==> config.mk <==
export PLATFORM = sky130hd
export DESIGN_NAME = stopwatch_up
export DESIGN_NICKNAME = d
export VERILOG_FILES = /design/src/rtl/stopwatch_up_pkg.sv /design/src/rtl/bcd_up_digit.sv /design/src/rtl/stopwatch_up.sv
export SDC_FILE = /design/constraint.sdc
export NUM_CORES = 1
export LEC_CHECK = 0
export ABC_AREA = 1
export BUFFER_PORTS_ARGS = -buffer_cell sky130_fd_sc_hd__buf_2
export CAP_MARGIN = 20
export CORE_MARGIN = 10
export CORE_UTILIZATION = 53
export CTS_CLUSTER_SIZE = 30
export DETAILED_ROUTE_END_ITERATION = 12
export MAX_ROUTING_LAYER = met4
export PLACE_DENSITY = 0.84
export SYNTH_ARGS = -nofsm -noshare
export SYNTH_HDL_FRONTEND = slang
export SYNTH_SLANG_ARGS = --single-unit
==> constraint.sdc <==
create_clock -name clk -period 1.55 [get_ports clk]
set_input_delay 0.31 -clock clk [delete_from_list [all_inputs] [get_ports clk]]
set_output_delay 0.31 -clock clk [all_outputs]
set_load 0.005 [all_outputs]
==> src/rtl/stopwatch_up_pkg.sv <==
// Shared stopwatch/timer definitions: BCD digit type, FSM state encoding,
// per-digit limits and the load clamp helper.
package stopwatch_up_pkg;

    localparam int unsigned DIGIT_W = 4;

    typedef logic [DIGIT_W-1:0] bcd_t;

    localparam bcd_t MAX_ONES     = 4'd9;
    localparam bcd_t MAX_SEC_TENS = 4'd5;

    typedef enum logic [1:0] {
        ST_IDLE  = 2'd0,
        ST_RUN   = 2'd1,
        ST_PAUSE = 2'd2,
        ST_FULL  = 2'd3
    } sw_state_e;

    function automatic bcd_t clamp_digit(input bcd_t d, input bcd_t max_v);
        return (d > max_v) ? max_v : d;
    endfunction

endpackage

==> src/rtl/bcd_up_digit.sv <==
// One BCD up-counting digit, modulo MODULUS, with parallel load.
// carry is combinational so a whole chain resolves in a single cycle.
module bcd_up_digit
    import stopwatch_up_pkg::*;
#(
    parameter int unsigned MODULUS = 10
) (
    input  logic clk,
    input  logic rst,
    input  logic en,
    input  logic load,
    input  bcd_t d,
    output bcd_t q,
    output logic carry
);

    localparam bcd_t LAST = bcd_t'(MODULUS - 1);

    bcd_t q_q, q_d;

    always_comb begin
        q_d = q_q;
        if (load) begin
            q_d = d;
        end else if (en) begin
            q_d = (q_q == LAST) ? '0 : q_q + 4'd1;
        end
    end

    always_ff @(posedge clk) begin
        if (!rst) begin
            q_q <= '0;
        end else begin
            q_q <= q_d;
        end
    end

    assign q     = q_q;
    assign carry = en && (q_q == LAST);

endmodule

==> src/rtl/stopwatch_up.sv <==
// MM:SS up-counting stopwatch with run/pause FSM, clear, clamped load and
// saturate-or-wrap at 59:59. Optional lap freeze under `STOPWATCH_LAP_EN.
module stopwatch_up
    import stopwatch_up_pkg::*;
#(
    parameter int unsigned SATURATE = 1,
    parameter int unsigned TICK_DIV = 1
) (
    input  logic        clk,
    input  logic        rst,
    input  logic        tick,
    input  logic        start_stop,
    input  logic        clear,
    input  logic        load,
    input  logic [15:0] load_val,
`ifdef STOPWATCH_LAP_EN
    input  logic        lap,
    output logic        lap_hold,
`endif
    output logic [15:0] digits,
    output logic        running,
    output logic        full,
    output logic        wrap_p,
    output logic        rco_L
);

    localparam logic [3:0] DIV_LAST = 4'(TICK_DIV - 1);

    sw_state_e  state_q, state_d;
    logic [3:0] div_q, div_d;
    logic       wrap_q, wrap_d;

    bcd_t       q0, q1, q2, q3;
    logic       c0, c1, c2, c3;
    logic [15:0] count;
    logic [15:0] load_bcd;
    logic       dig_load;
    logic       at_max, run_tick, div_hit, sat_stop, adv;

    assign count = {q3, q2, q1, q0};
    assign at_max = (count == 16'h5959);

    // Higher-priority controls in the same cycle suppress the tick entirely.
    assign run_tick = (state_q == ST_RUN) && !clear && !load && !start_stop && tick;
    assign div_hit  = run_tick && (div_q == DIV_LAST);
    assign sat_stop = div_hit && at_max && (SATURATE != 0);
    assign adv      = div_hit && !sat_stop;

    assign dig_load = clear || load;
    assign load_bcd = clear ? '0 :
                      {clamp_digit(load_val[15:12], MAX_SEC_TENS),
                       clamp_digit(load_val[11:8],  MAX_ONES),
                       clamp_digit(load_val[7:4],   MAX_SEC_TENS),
                       clamp_digit(load_val[3:0],   MAX_ONES)};

    bcd_up_digit #(.MODULUS(10)) u_sec_ones (
        .clk(clk), .rst(rst), .en(adv), .load(dig_load), .d(load_bcd[3:0]),   .q(q0), .carry(c0));
    bcd_up_digit #(.MODULUS(6))  u_sec_tens (
        .clk(clk), .rst(rst), .en(c0),  .load(dig_load), .d(load_bcd[7:4]),   .q(q1), .carry(c1));
    bcd_up_digit #(.MODULUS(10)) u_min_ones (
        .clk(clk), .rst(rst), .en(c1),  .load(dig_load), .d(load_bcd[11:8]),  .q(q2), .carry(c2));
    bcd_up_digit #(.MODULUS(6))  u_min_tens (
        .clk(clk), .rst(rst), .en(c2),  .load(dig_load), .d(load_bcd[15:12]), .q(q3), .carry(c3));

    always_ff @(posedge clk) begin
        if (!rst) begin
            state_q <= ST_IDLE;
            div_q   <= '0;
            wrap_q  <= 1'b0;
        end else begin
            state_q <= state_d;
            div_q   <= div_d;
            wrap_q  <= wrap_d;
        end
    end

    always_comb begin
        state_d = state_q;
        if (clear) begin
            state_d = ST_IDLE;
        end else if (load) begin
            state_d = ST_PAUSE;
        end else if (start_stop) begin
            case (state_q)
                ST_IDLE:  state_d = ST_RUN;
                ST_RUN:   state_d = ST_PAUSE;
                ST_PAUSE: state_d = ST_RUN;
                default:  state_d = state_q;
            endcase
        end else if (sat_stop) begin
            state_d = ST_FULL;
        end
    end

    // Carry out of min_tens only occurs on the 59:59 -> 00:00 roll-over.
    always_comb begin
        div_d = div_q;
        if (clear || load) begin
            div_d = '0;
        end else if (run_tick) begin
            div_d = div_hit ? '0 : div_q + 4'd1;
        end
        wrap_d = (SATURATE == 0) && c3;
    end

`ifdef STOPWATCH_LAP_EN
    logic        lap_hold_q, lap_hold_d;
    logic [15:0] lap_val_q, lap_val_d;

    always_comb begin
        lap_hold_d = lap_hold_q;
        lap_val_d  = lap_val_q;
        if (clear || load) begin
            lap_hold_d = 1'b0;
        end else if (lap && (state_q == ST_RUN)) begin
            lap_hold_d = !lap_hold_q;
            if (!lap_hold_q) begin
                lap_val_d = count;
            end
        end
    end

    always_ff @(posedge clk) begin
        if (!rst) begin
            lap_hold_q <= 1'b0;
            lap_val_q  <= '0;
        end else begin
            lap_hold_q <= lap_hold_d;
            lap_val_q  <= lap_val_d;
        end
    end
`endif

    always_comb begin
`ifdef STOPWATCH_LAP_EN
        lap_hold = lap_hold_q;
        digits   = lap_hold_q ? lap_val_q : count;
`else
        digits   = count;
`endif
        running = (state_q == ST_RUN);
        full    = (state_q == ST_FULL);
        wrap_p  = wrap_q;
        rco_L   = !(at_max && (state_q == ST_RUN));
    end

endmodule

# After elaboration in Yosys (flattened, before gate mapping)
# Cells that the tools add are included.
# op_classes
add_sub_neg	5
order_cmp	4
n_eq_ne	10
mux	22
bitwise	1
reduce_logical	31
# op_table
cell	n
4-bit 2-to-1 mux	17
4-bit by 1-bit adder with 4-bit output (second input constant)	5
16-bit by 15-bit equality test with 1-bit output (second input constant)	1
16-bit 2-to-1 mux	1
1-bit logical AND	11
2-bit nonzero test	5
4-bit by 3-bit equality test with 1-bit output (second input constant)	2
4-bit equality test (second input constant)	2
4-bit by 3-bit greater-than comparator with 1-bit output (second input constant)	2
4-bit greater-than comparator (second input constant)	2
2-bit 2-to-1 mux	3
2-bit OR reduction	3
1-bit logical NOT	5
2-bit equality test (second input constant)	2
4-bit logical NOT	1
4-bit by 2-bit inequality test with 1-bit output (second input constant)	1
2-bit one-hot mux with 2 select lines	1
2-bit AND reduction	2
3-bit by 2-bit inequality test with 1-bit output (second input constant)	1
3-bit nonzero test	1
3-bit OR reduction	1
2-bit by 1-bit equality test with 1-bit output (second input constant)	1
2-bit logical NOT	1
1-bit logical OR	1
1-bit inverter	1
# word_totals
register_bits	22
inputBits	22
output_inout_bits	20

# Depth between registers and ports, before layout
# Gate-level depths: netlist of run 1.
# logic_depth
word_depth	14
ltp_mapped	11

# Cells and area by module
# From an unflattened synthesis of run 1, not the netlist that was laid out.
# hier_totals
hier_cells	276
area_unflattened_um2	1635.3
# modules_own_cells
module	instances	cells_per_inst	area_each_um2	seq_area_each_um2
stopwatch_up	1	116	639.4	120.1
bcd_up_digit (u_min_tens ...)	2	42	251.5	80.1
bcd_up_digit (u_min_ones ...)	2	38	246.5	80.1

# Worst setup path before layout of run 1
# OpenSTA, ideal clock, no wires.
# synth_path
kind	flip-flop to flip-flop
start	register div_q[0]
end	register u_min_tens.q_q[3], in the netlist u_min_tens.q[3]
setup_time_ns	0.112
t_arrival_ns	1.303
required_time_ns	1.438
path_slack_ns	0.135
stages_incl_launch_ff	10
n_path_buf	0
period_less_slack_ns	1.415
cell_sequence	dfxtp_1 -> inv_1 -> ha_1 -> nand3_1 -> nor2_8 -> nand4_4 -> nand2_4 -> nand2_1 -> nand2_1 -> nor2_2
# synth_via
elab_chain_cells	9
# synth_lines
item	line_no	rtl
start, declared	stopwatch_up.sv:30	logic [3:0] div_q, div_d;
start signal, assigned	stopwatch_up.sv:72	div_q <= div_d;
4-bit logical NOT *	stopwatch_up.sv:45	assign div_hit = run_tick && (div_q == DIV_LAST);
1-bit logical AND *	stopwatch_up.sv:45	
1-bit logical AND	stopwatch_up.sv:46	assign sat_stop = div_hit && at_max && (SATURATE != 0);
1-bit logical NOT	stopwatch_up.sv:47	assign adv = div_hit && !sat_stop;
1-bit logical AND *	stopwatch_up.sv:47	
1-bit logical AND * (3 in series)	bcd_up_digit.sv:39	assign carry = en && (q_q == LAST);
2-bit nonzero test (no line) *	-	
end signal, assigned	bcd_up_digit.sv:34	q_q <= q_d;
end, declared	bcd_up_digit.sv:19	bcd_t q_q, q_d;
# Mark *: on every way between the ends. The rest lies on a longest branch, timed or not.
# A chain may end at the register's enable or synchronous reset.

# Worst setup path after layout of run 1
# layout_path
start	register u_min_tens.q_q[2], in the netlist u_min_tens.q[2]
end	output rco_L
# layout_via
elab_chain_cells	3
# layout_lines
item	line_no	rtl
16-bit by 15-bit equality test with 1-bit output	stopwatch_up.sv:41	assign at_max = (count == 16'h5959);
1-bit logical AND	stopwatch_up.sv:144	rco_L = !(at_max && (state_q == ST_RUN));
1-bit logical NOT	stopwatch_up.sv:144	
end, declared	stopwatch_up.sv:24	output logic rco_L
# Every way passes these cells.

==> impl_results.html, run 1 <==
<table>
<tr><th>Metric</th><th>Value</th></tr>
<tr><th colspan="2">Run status</th></tr>
<tr><td>Result of the run</td><td>finished with violations</td></tr>
<tr><td>Violations in the final reports</td><td>negative setup slack</td></tr>
<tr><th colspan="2">Synthesis</th></tr>
<tr><td>Count of flip-flops with a built-in enable after synthesis</td><td>0</td></tr>
<tr><td>Syn nets</td><td>277</td></tr>
<tr><td>Unique masters post-synth</td><td>33</td></tr>
<tr><td>Portion of the post-synthesis area used by sequential elements</td><td>27.20%</td></tr>
<tr><td>Cells after synthesis</td><td>253</td></tr>
<tr><td>Most used DFF post-synth</td><td>sky130_fd_sc_hd__dfxtp_1</td></tr>
<tr><td>Synth Register Bits</td><td>22</td></tr>
<tr><td>Syn Area/Cell</td><td>6.399 sq um</td></tr>
<tr><td>Fraction of registers with async set/reset</td><td>0%</td></tr>
<tr><td>Synthesis warning total</td><td>0</td></tr>
<tr><td>Area of the mapped netlist</td><td>0.001619 sq mm</td></tr>
<tr><th colspan="2">Pwr</th></tr>
<tr><td>Maximum ir drop on the vdd rail</td><td>0.4404 mV</td></tr>
<tr><td>Power per Cell Area</td><td>560.7 mW/mm^2</td></tr>
<tr><td>Leak pwr</td><td>1.081 nW</td></tr>
<tr><td>Total power after layout</td><td>1.258 mW</td></tr>
<tr><th colspan="2">Global route</th></tr>
<tr><td>Total track usage</td><td>17.63%</td></tr>
<tr><td>Maximum number of pins on one net before global-route repair</td><td>18</td></tr>
<tr><td>Antenna violations before repair</td><td>0</td></tr>
<tr><td>Global-route wire length before repair</td><td>7.824 mm</td></tr>
<tr><td>Number of global-route vias before repair</td><td>1851</td></tr>
<tr><td>Total global routing overflow</td><td>0</td></tr>
<tr><th colspan="2">Layout</th></tr>
<tr><td>ANT cells</td><td>0</td></tr>
<tr><td>Net count reported at finish</td><td>350</td></tr>
<tr><td>Layout Cells excl Fill</td><td>356</td></tr>
<tr><td>Highest-count cells in the layout ignoring fill and taps</td><td>sky130_fd_sc_hd__nand2_1, sky130_fd_sc_hd__buf_2, sky130_fd_sc_hd__buf_4</td></tr>
<tr><td>Share of layout cells above drive strength 1</td><td>44.31%</td></tr>
<tr><td>Layout overhead on the synthesized area</td><td>38.56%</td></tr>
<tr><td>Most common cell after layout, fill and taps aside</td><td>sky130_fd_sc_hd__nand2_1</td></tr>
<tr><th colspan="2">Route</th></tr>
<tr><td>Via Count</td><td>1933</td></tr>
<tr><td>Met1 routed wirelength after detailed routing</td><td>2.103 mm</td></tr>
<tr><td>Length of the first detailed-routing pass in iterations</td><td>4</td></tr>
<tr><td>Detailed route wirelength on metal3</td><td>252 um</td></tr>
<tr><td>Remaining design rule violation count</td><td>0</td></tr>
<tr><td>Initial DRC count</td><td>174</td></tr>
<tr><td>Total Wirelength</td><td>4.992 mm</td></tr>
<tr><td>Average via count per standard cell</td><td>5.430</td></tr>
<tr><td>Uppermost layer routed</td><td>met4</td></tr>
<tr><td>Routed wire length per instance</td><td>14.02 um</td></tr>
<tr><td>Remaining number of nets flagged by the antenna check after routing</td><td>0</td></tr>
<tr><td>WL met2</td><td>2.486 mm</td></tr>
<tr><th colspan="2">Placement</th></tr>
<tr><td>I/O Buffers</td><td>40</td></tr>
<tr><td>Routability congestion estimate from global placement</td><td>0.9052</td></tr>
<tr><td>HPWL after detailed placement</td><td>3.430 mm</td></tr>
<tr><td>Inst Count DP</td><td>330</td></tr>
<tr><th colspan="2">Floorplanning</th></tr>
<tr><td>Number of top-level pins</td><td>42</td></tr>
<tr><td>Overall die area</td><td>0.005666 sq mm</td></tr>
<tr><td>Vertical die dimension</td><td>75.27 um</td></tr>
<tr><td>Core Region</td><td>0.002829 sq mm</td></tr>
<tr><td>Die width</td><td>75.27 um</td></tr>
<tr><td>Effective utilization at floorplan</td><td>57.23%</td></tr>
<tr><td>Number of cell rows</td><td>19</td></tr>
<tr><th colspan="2">Worst setup path</th></tr>
<tr><td>Reg2Reg Launch Point</td><td>u_min_tens.q[2]</td></tr>
<tr><td>Crit end category</td><td>output port</td></tr>
<tr><td>WP buf/inv</td><td>2</td></tr>
<tr><td>Terminus of the critical flop-to-flop path</td><td>u_sec_ones.q[0]</td></tr>
<tr><td>Critical path cell sequence</td><td>inv_2 -&gt; nor2_2 -&gt; nand2_2 -&gt; nor2_4 -&gt; nand3_2 -&gt; buf_2</td></tr>
<tr><td>Kind of start point of the critical path</td><td>flop</td></tr>
<tr><td>WP data required</td><td>1240 ps</td></tr>
<tr><td>Crit-path max cell delay</td><td>360 ps</td></tr>
<tr><td>Setup crit end</td><td>rco_L</td></tr>
<tr><td>Critical path's slowest cell</td><td>sky130_fd_sc_hd__dfxtp_2</td></tr>
<tr><td>Max Fanout on Critical Path</td><td>2</td></tr>
<tr><td>Worst setup path class</td><td>flop to output port</td></tr>
<tr><td>Depth of the critical timing path with buffers and inverters included</td><td>6</td></tr>
<tr><td>Launch point of the critical path</td><td>u_min_tens.q[2]</td></tr>
<tr><td>Largest delay share family, worst path</td><td>simple AND/OR/NAND/NOR gates</td></tr>
<tr><td>Worst-case register-to-register setup slack</td><td>60 ps</td></tr>
<tr><td>Number of cells traversed by the worst register-to-register path</td><td>11</td></tr>
<tr><td>Crit path arrival time</td><td>1290 ps</td></tr>
<tr><th colspan="2">Timing</th></tr>
<tr><td>Highest clock frequency the design can meet</td><td>624.7 MHz</td></tr>
<tr><td>RSZ-0062 raised after global routing</td><td>yes</td></tr>
<tr><td>Setup slack of the critical path after layout</td><td>-50.83 ps</td></tr>
<tr><td>Total setup violations reported at the end of the flow</td><td>1</td></tr>
<tr><td>Post-route clock period utilization</td><td>103.3%</td></tr>
<tr><td>Min Clock Period, post-route</td><td>1601 ps</td></tr>
<tr><td>Max-slew violation count</td><td>0</td></tr>
<tr><td>Hold violation count in the final report</td><td>0</td></tr>
<tr><td>Layout Skew</td><td>13.40 ps</td></tr>
<tr><th colspan="2">Clock tree</th></tr>
<tr><td>Worst skew pair latency</td><td>320 ps</td></tr>
<tr><td>Post-CTS Hold Buffers</td><td>0</td></tr>
<tr><td>CTS Sinks</td><td>22</td></tr>
<tr><td>TritonCTS clock tree</td><td>done</td></tr>
<tr><td>Library cell used as clock root buffer</td><td>sky130_fd_sc_hd__clkbuf_4</td></tr>
<tr><td>Number of buffers on the longest clock path</td><td>2</td></tr>
<tr><td>Count of H-tree levels built during CTS</td><td>1</td></tr>
<tr><td>Clock buffers created by TritonCTS</td><td>3</td></tr>
<tr><td>Clock slew at reported path FFs</td><td>140 ps</td></tr>
<tr><th colspan="2">Worst hold path</th></tr>
<tr><td>Path class of the lowest-slack min-delay path</td><td>input port to flop</td></tr>
<tr><th colspan="2">Job</th></tr>
<tr><td>Max-Cap Viols</td><td>0</td></tr>
</table>
==> state kept, by name, indices dropped and copies added, names as in the netlist <==
register and flops:
div_q 4, u_min_ones.q 4, u_min_tens.q 4, u_sec_ones.q 4, u_sec_tens.q 4, state_q 2
==> cell families after synthesis <==
logic type / after synthesis / synth area share (%)
adders and majority gates: 2 / 1.545
other: 1 / 0.2316
AOI/OAI and AO/OA: 43 / 14.61
buffers and inverters: 43 / 10.66
and+or+nand+nor: 141 / 45.21
xor gates and xnor gates: 1 / 0.5411
DFF: 22 / 27.20
==> worst min path at each step <==
stage	startpoint	end	cells after the start	slack (ps)
finish	clear	state_q[1]	4	290
global route	clear	state_q[1]	4	300
floorplan	div_q[3]	div_q[3]	2	450
global placement	div_q[3]	div_q[3]	2	470
CTS	clear	state_q[1]	4	280
detailed placement	div_q[3]	div_q[3]	2	470
==> layer usage <==
metal  track usage, %  up-vias
met4            4.948        0
met5                -        -
met1            19.80      880
met2            30.29       67
met3            4.468       18
li1                 -      968
==> tightest hold or removal path, stage by stage <==
cell,delay (ps)
sky130_fd_sc_hd__buf_2,130
sky130_fd_sc_hd__nor2_1,50
sky130_fd_sc_hd__nand2_1,60
sky130_fd_sc_hd__nor2_1,40
==> final cells by class <==
type	instances	area, sq um
timing repair buffer	73	451.7
multi-input combinational	188	1105
fill	206	585.6
clock buffer	4	36.28
sequential	22	469.2
inverter	38	142.6
tap	31	38.79
==> report_power, final <==
group	internal [mW]	switching, mW	total (mW)	leakage [nW]
Sequential	0.587	0.0237	0.610	0.187
Combinational	0.139	0.177	0.316	0.873
Clock	0.144	0.188	0.332	0.0210
Total	0.869	0.389	1.26	1.08
==> stage by stage <==
| step | utilization [%] | worst slack (ps) | TNS (ps) | hold slack (ps) | cell area [sq um] |
|---|---|---|---|---|---|
| after floorplan | - | 134.8 | 0 | 449.1 | 1619 |
| after CTS | 74.26 | -11.20 | -11.20 | 282.4 | 2101 |
| after detailed placement | 67.54 | 9.060 | 0 | 472.3 | 1911 |
| after global placement | 67.54 | 74.25 | 0 | 473.5 | 1911 |
| final | 79.30 | -50.83 | -50.83 | 288.9 | 2243 |
| after global routing | 79.30 | -116.1 | -256.3 | 296.2 | 2243 |
==> repair_timing <==
item,CTS,global route
buffers inserted,14,9
resized for setup,27,26
pin swaps,8,10
setup endpoints to repair,3,18
==> synthesized netlist by cell type, types with 2 or more instances <==
cell	instances	share of area, %
sky130_fd_sc_hd__o21ai_0	10	3.1
sky130_fd_sc_hd__o21ai_1	2	0.62
sky130_fd_sc_hd__nand2_1	57	13
sky130_fd_sc_hd__nand4_1	5	1.9
sky130_fd_sc_hd__ha_1	2	1.5
sky130_fd_sc_hd__a21oi_1	23	7.1
sky130_fd_sc_hd__nor2_1	29	6.7
sky130_fd_sc_hd__nand2_2	4	1.5
sky130_fd_sc_hd__inv_1	33	7.7
sky130_fd_sc_hd__nand3_1	27	8.3
sky130_fd_sc_hd__inv_2	4	0.93
sky130_fd_sc_hd__dfxtp_1	22	27
sky130_fd_sc_hd__o211ai_1	3	1.4
sky130_fd_sc_hd__nor2_2	6	2.3
sky130_fd_sc_hd__buf_4	2	0.93
sky130_fd_sc_hd__nand3_4	2	2.2
sky130_fd_sc_hd__nor2_4	4	2.8
sky130_fd_sc_hd__nand2_4	2	1.4
sky130_fd_sc_hd__nand4_4	2	2.6
No activity file was read; power rests on OpenSTA's default activity.
==> run 2: changes to the inputs <==
--- a/config.mk
+++ b/config.mk
@@ -14,6 +14,8 @@
 export DETAILED_ROUTE_END_ITERATION = 12
 export MAX_ROUTING_LAYER = met4
 export PLACE_DENSITY = 0.84
+export SETUP_SLACK_MARGIN = 0.15
+export SKIP_LAST_GASP = 1
 export SYNTH_ARGS = -nofsm -noshare
 export SYNTH_HDL_FRONTEND = slang
 export SYNTH_SLANG_ARGS = --single-unit
==> run 2 against run 1 <==
Compared with the run above: power increased by 3.0%; design area is 13% higher; sequential power about the same; flip-flop and latch count unchanged; the run still ends with negative setup slack left; core utilization is 10 points higher; routed wire length is 48% higher; via count rose by 20%; global-route usage rose by 4.1 points; register-to-register slack worse by 170 ps.
==> impl_results.html, run 2 (synthesis results as in run 1) <==
<table>
<tr><th>Metric</th><th>Value</th></tr>
<tr><th colspan="2">Timing</th></tr>
<tr><td>Post-route clock period utilization</td><td>107.9% (+4.6 points)</td></tr>
<tr><td>Highest clock frequency the design can meet</td><td>597.8 MHz (-4.3%)</td></tr>
<tr><td>Min Clock Period, post-route</td><td>1673 ps (+72.00 ps)</td></tr>
<tr><td>Setup slack of the critical path after layout</td><td>-122.8 ps (-72.00 ps)</td></tr>
<tr><td>Total setup violations reported at the end of the flow</td><td>7 (+6)</td></tr>
<tr><td>Hold violation count in the final report</td><td>0 (unchanged)</td></tr>
<tr><td>RSZ-0062 raised after global routing</td><td>yes</td></tr>
<tr><td>Layout Skew</td><td>9.193 ps (-4.202 ps)</td></tr>
<tr><td>Max-slew violation count</td><td>0 (unchanged)</td></tr>
<tr><td>Minimum hold slack</td><td>298.1 ps (+9.183 ps)</td></tr>
<tr><th colspan="2">Layout</th></tr>
<tr><td>Sequential cell area</td><td>465.4 sq um (-0.80%)</td></tr>
<tr><td>Layout fillers</td><td>123 (-40%)</td></tr>
<tr><td>Post-route cell area</td><td>0.002537 sq mm (+13%)</td></tr>
<tr><td>Most common cell after layout, fill and taps aside</td><td>sky130_fd_sc_hd__buf_4</td></tr>
<tr><td>Layout overhead on the synthesized area</td><td>56.72%</td></tr>
<tr><td>Net count reported at finish</td><td>366 (+4.6%)</td></tr>
<tr><td>Multi-input gate area</td><td>0.001260 sq mm (+14%)</td></tr>
<tr><td>Highest-count cells in the layout ignoring fill and taps</td><td>sky130_fd_sc_hd__buf_4, sky130_fd_sc_hd__nand2_1, sky130_fd_sc_hd__buf_2, sky130_fd_sc_hd__nor2_1, sky130_fd_sc_hd__inv_1</td></tr>
<tr><td>Share of layout cells above drive strength 1</td><td>56.18% (+12 points)</td></tr>
<tr><td>Share of the core filled with cells in the final layout</td><td>89.69% (+10 points)</td></tr>
<tr><td>ANT cells</td><td>0 (unchanged)</td></tr>
<tr><th colspan="2">Worst setup path</th></tr>
<tr><td>Terminus of the critical flop-to-flop path</td><td>u_sec_tens.q[3]</td></tr>
<tr><td>Number of cells traversed by the worst register-to-register path</td><td>13 (+2)</td></tr>
<tr><td>Launch point of the critical path</td><td>u_sec_ones.q[2]</td></tr>
<tr><td>Critical path's slowest cell</td><td>sky130_fd_sc_hd__dfxtp_2</td></tr>
<tr><td>Largest delay share family, worst path</td><td>simple AND/OR/NAND/NOR gates</td></tr>
<tr><td>Worst-case register-to-register setup slack</td><td>-110 ps (-170 ps)</td></tr>
<tr><td>Critical path cell sequence</td><td>inv_2 -&gt; nand2_2 -&gt; inv_2 -&gt; nand2_4 -&gt; nor2_4 -&gt; nand3_2 -&gt; buf_6</td></tr>
<tr><td>Crit end category</td><td>output port</td></tr>
<tr><td>Kind of start point of the critical path</td><td>flop</td></tr>
<tr><td>Worst setup path class</td><td>flop to output port</td></tr>
<tr><td>Crit path arrival time</td><td>1360 ps (+70 ps)</td></tr>
<tr><td>Crit-path most repeated cell</td><td>sky130_fd_sc_hd__inv_2</td></tr>
<tr><td>Depth of the critical timing path with buffers and inverters included</td><td>7 (+1)</td></tr>
<tr><td>Max Fanout on Critical Path</td><td>2 (unchanged)</td></tr>
<tr><td>Crit-path max cell delay</td><td>350 ps (about the same)</td></tr>
<tr><td>Reg2Reg Launch Point</td><td>u_sec_ones.q[2]</td></tr>
<tr><td>WP data required</td><td>1240 ps (about the same)</td></tr>
<tr><td>WP buf/inv</td><td>3 (+1)</td></tr>
<tr><th colspan="2">Worst hold path</th></tr>
<tr><td>Capture endpoint of the worst hold path</td><td>state_q[1]</td></tr>
<tr><td>Worst hold start</td><td>clear</td></tr>
<tr><td>Path class of the lowest-slack min-delay path</td><td>input port to flop</td></tr>
<tr><td>Hold Path Depth</td><td>4 (unchanged)</td></tr>
<tr><th colspan="2">Route</th></tr>
<tr><td>Via Count</td><td>2311 (+20%)</td></tr>
<tr><td>Remaining number of nets flagged by the antenna check after routing</td><td>0 (unchanged)</td></tr>
<tr><td>WL met2</td><td>3.482 mm (+40%)</td></tr>
<tr><td>Remaining design rule violation count</td><td>0 (unchanged)</td></tr>
<tr><td>Detailed route wirelength on metal3</td><td>761 um (+200%)</td></tr>
<tr><td>Total Wirelength</td><td>7.385 mm (+48%)</td></tr>
<tr><td>Initial DRC count</td><td>368 (+110%)</td></tr>
<tr><td>Length of the first detailed-routing pass in iterations</td><td>7 (+3)</td></tr>
<tr><td>Met1 routed wirelength after detailed routing</td><td>2.675 mm (+27%)</td></tr>
<tr><td>Routed wire length per instance</td><td>19.91 um (+42%)</td></tr>
<tr><td>Uppermost layer routed</td><td>met4</td></tr>
<tr><td>Average via count per standard cell</td><td>6.229 (+15%)</td></tr>
<tr><th colspan="2">Clock tree</th></tr>
<tr><td>CTS Sinks</td><td>22 (unchanged)</td></tr>
<tr><td>Library cell used as clock root buffer</td><td>sky130_fd_sc_hd__clkbuf_4</td></tr>
<tr><td>Number of buffers on the longest clock path</td><td>2 (unchanged)</td></tr>
<tr><td>Clock buffers created by TritonCTS</td><td>3 (unchanged)</td></tr>
<tr><td>Count of H-tree levels built during CTS</td><td>1 (unchanged)</td></tr>
<tr><td>TritonCTS clock tree</td><td>done</td></tr>
<tr><td>Clock slew at reported path FFs</td><td>130 ps (about the same)</td></tr>
<tr><td>Worst skew pair latency</td><td>340 ps (+20 ps)</td></tr>
<tr><th colspan="2">Floorplanning</th></tr>
<tr><td>Number of top-level pins</td><td>42 (unchanged)</td></tr>
<tr><td>Effective utilization at floorplan</td><td>57.23% (unchanged)</td></tr>
<tr><td>Overall die area</td><td>0.005666 sq mm (unchanged)</td></tr>
<tr><td>Vertical die dimension</td><td>75.27 um (unchanged)</td></tr>
<tr><td>Number of cell rows</td><td>19 (unchanged)</td></tr>
<tr><td>Core Region</td><td>0.002829 sq mm (unchanged)</td></tr>
<tr><td>Die width</td><td>75.27 um (unchanged)</td></tr>
<tr><th colspan="2">Placement</th></tr>
<tr><td>I/O Buffers</td><td>40 (unchanged)</td></tr>
<tr><td>HPWL after detailed placement</td><td>3.548 mm (+3.5%)</td></tr>
<tr><td>Routability congestion estimate from global placement</td><td>0.9287 (+2.6%)</td></tr>
<tr><td>Post-DP Area</td><td>0.001946 sq mm (+1.8%)</td></tr>
<tr><th colspan="2">Run status</th></tr>
<tr><td>Violations in the final reports</td><td>negative setup slack</td></tr>
<tr><td>Result of the run</td><td>finished with violations</td></tr>
<tr><th colspan="2">Job</th></tr>
<tr><td>Max-Cap Viols</td><td>0 (unchanged)</td></tr>
<tr><th colspan="2">Global route</th></tr>
<tr><td>Total track usage</td><td>21.72% (+4.1 points)</td></tr>
<tr><td>Antenna violations before repair</td><td>0 (unchanged)</td></tr>
<tr><td>Global-route wire length before repair</td><td>9.466 mm (+21%)</td></tr>
<tr><td>Maximum number of pins on one net before global-route repair</td><td>21 (+3)</td></tr>
<tr><td>Number of global-route vias before repair</td><td>2070 (+12%)</td></tr>
<tr><td>Total global routing overflow</td><td>0 (unchanged)</td></tr>
<tr><th colspan="2">Pwr</th></tr>
<tr><td>Power per Cell Area</td><td>510.8 mW/mm^2 (-8.9%)</td></tr>
<tr><td>Leak pwr</td><td>1.183 nW (+9.5%)</td></tr>
<tr><td>Maximum ir drop on the vdd rail</td><td>0.4374 mV (-0.69%)</td></tr>
</table>
-- run 2: what timing repair did --
action                     in CTS  in global routing
gates resized for setup        49                 49
hold buffers                    0                  0
buffers inserted               23                 12
pin swaps                      18                 21
setup endpoints to repair      19                 22
-- run 2: worst max-delay path by stage --
stage,slack (ps),end
floorplan,160,u_min_tens.q[3]
global placement,80,u_min_tens.q[3]
detailed placement,30,div_q[2]
CTS,0.9,rco_L
global route,-180,u_sec_tens.q[3]
finish,-120,rco_L
-- run 2: report_power, final --
group	internal (mW)	total [mW]	switching, mW
Combinational	0.161	0.393	0.231
Clock	0.0918	0.290	0.198
Sequential	0.590	0.613	0.0232
-- run 2: through the flow --
| step | setup WS, ps | cells | total power [mW] | setup TNS [ps] |
|---|---|---|---|---|
| after CTS | 0.8883 | 359 | 1.206 | 0 |
| after global routing | -182.7 | 371 | 1.347 | -1380 |
| final | -122.8 | 371 | 1.296 | -378.1 |
| after global placement | 79.68 | 333 | 0.8941 | 0 |
| after detailed placement | 25.32 | 333 | 0.9023 | 0 |
| after floorplan | 159.2 | 253 | 0.7846 | 0 |
-- run 2: area by class of cell --
class	count	share of cell area (%)
clock buffers	3	0.8876
inverters	38	5.720
well taps	31	1.529
repair buffers	89	23.87
flip-flops and latches	22	18.34
multi-input cells	188	49.65
-- run 2: per-layer routing --
metal,up-vias,track usage [%]
met1,1035,23.88
met4,0,8.866
met5,-,-
met3,67,6.176
li1,998,-
met2,211,36.19
-- run 2: tightest hold or removal path: cells and delay by family --
family                 cells  cell delay (ps)
and+or+nand+nor            3              160
buffers and inverters      1              130
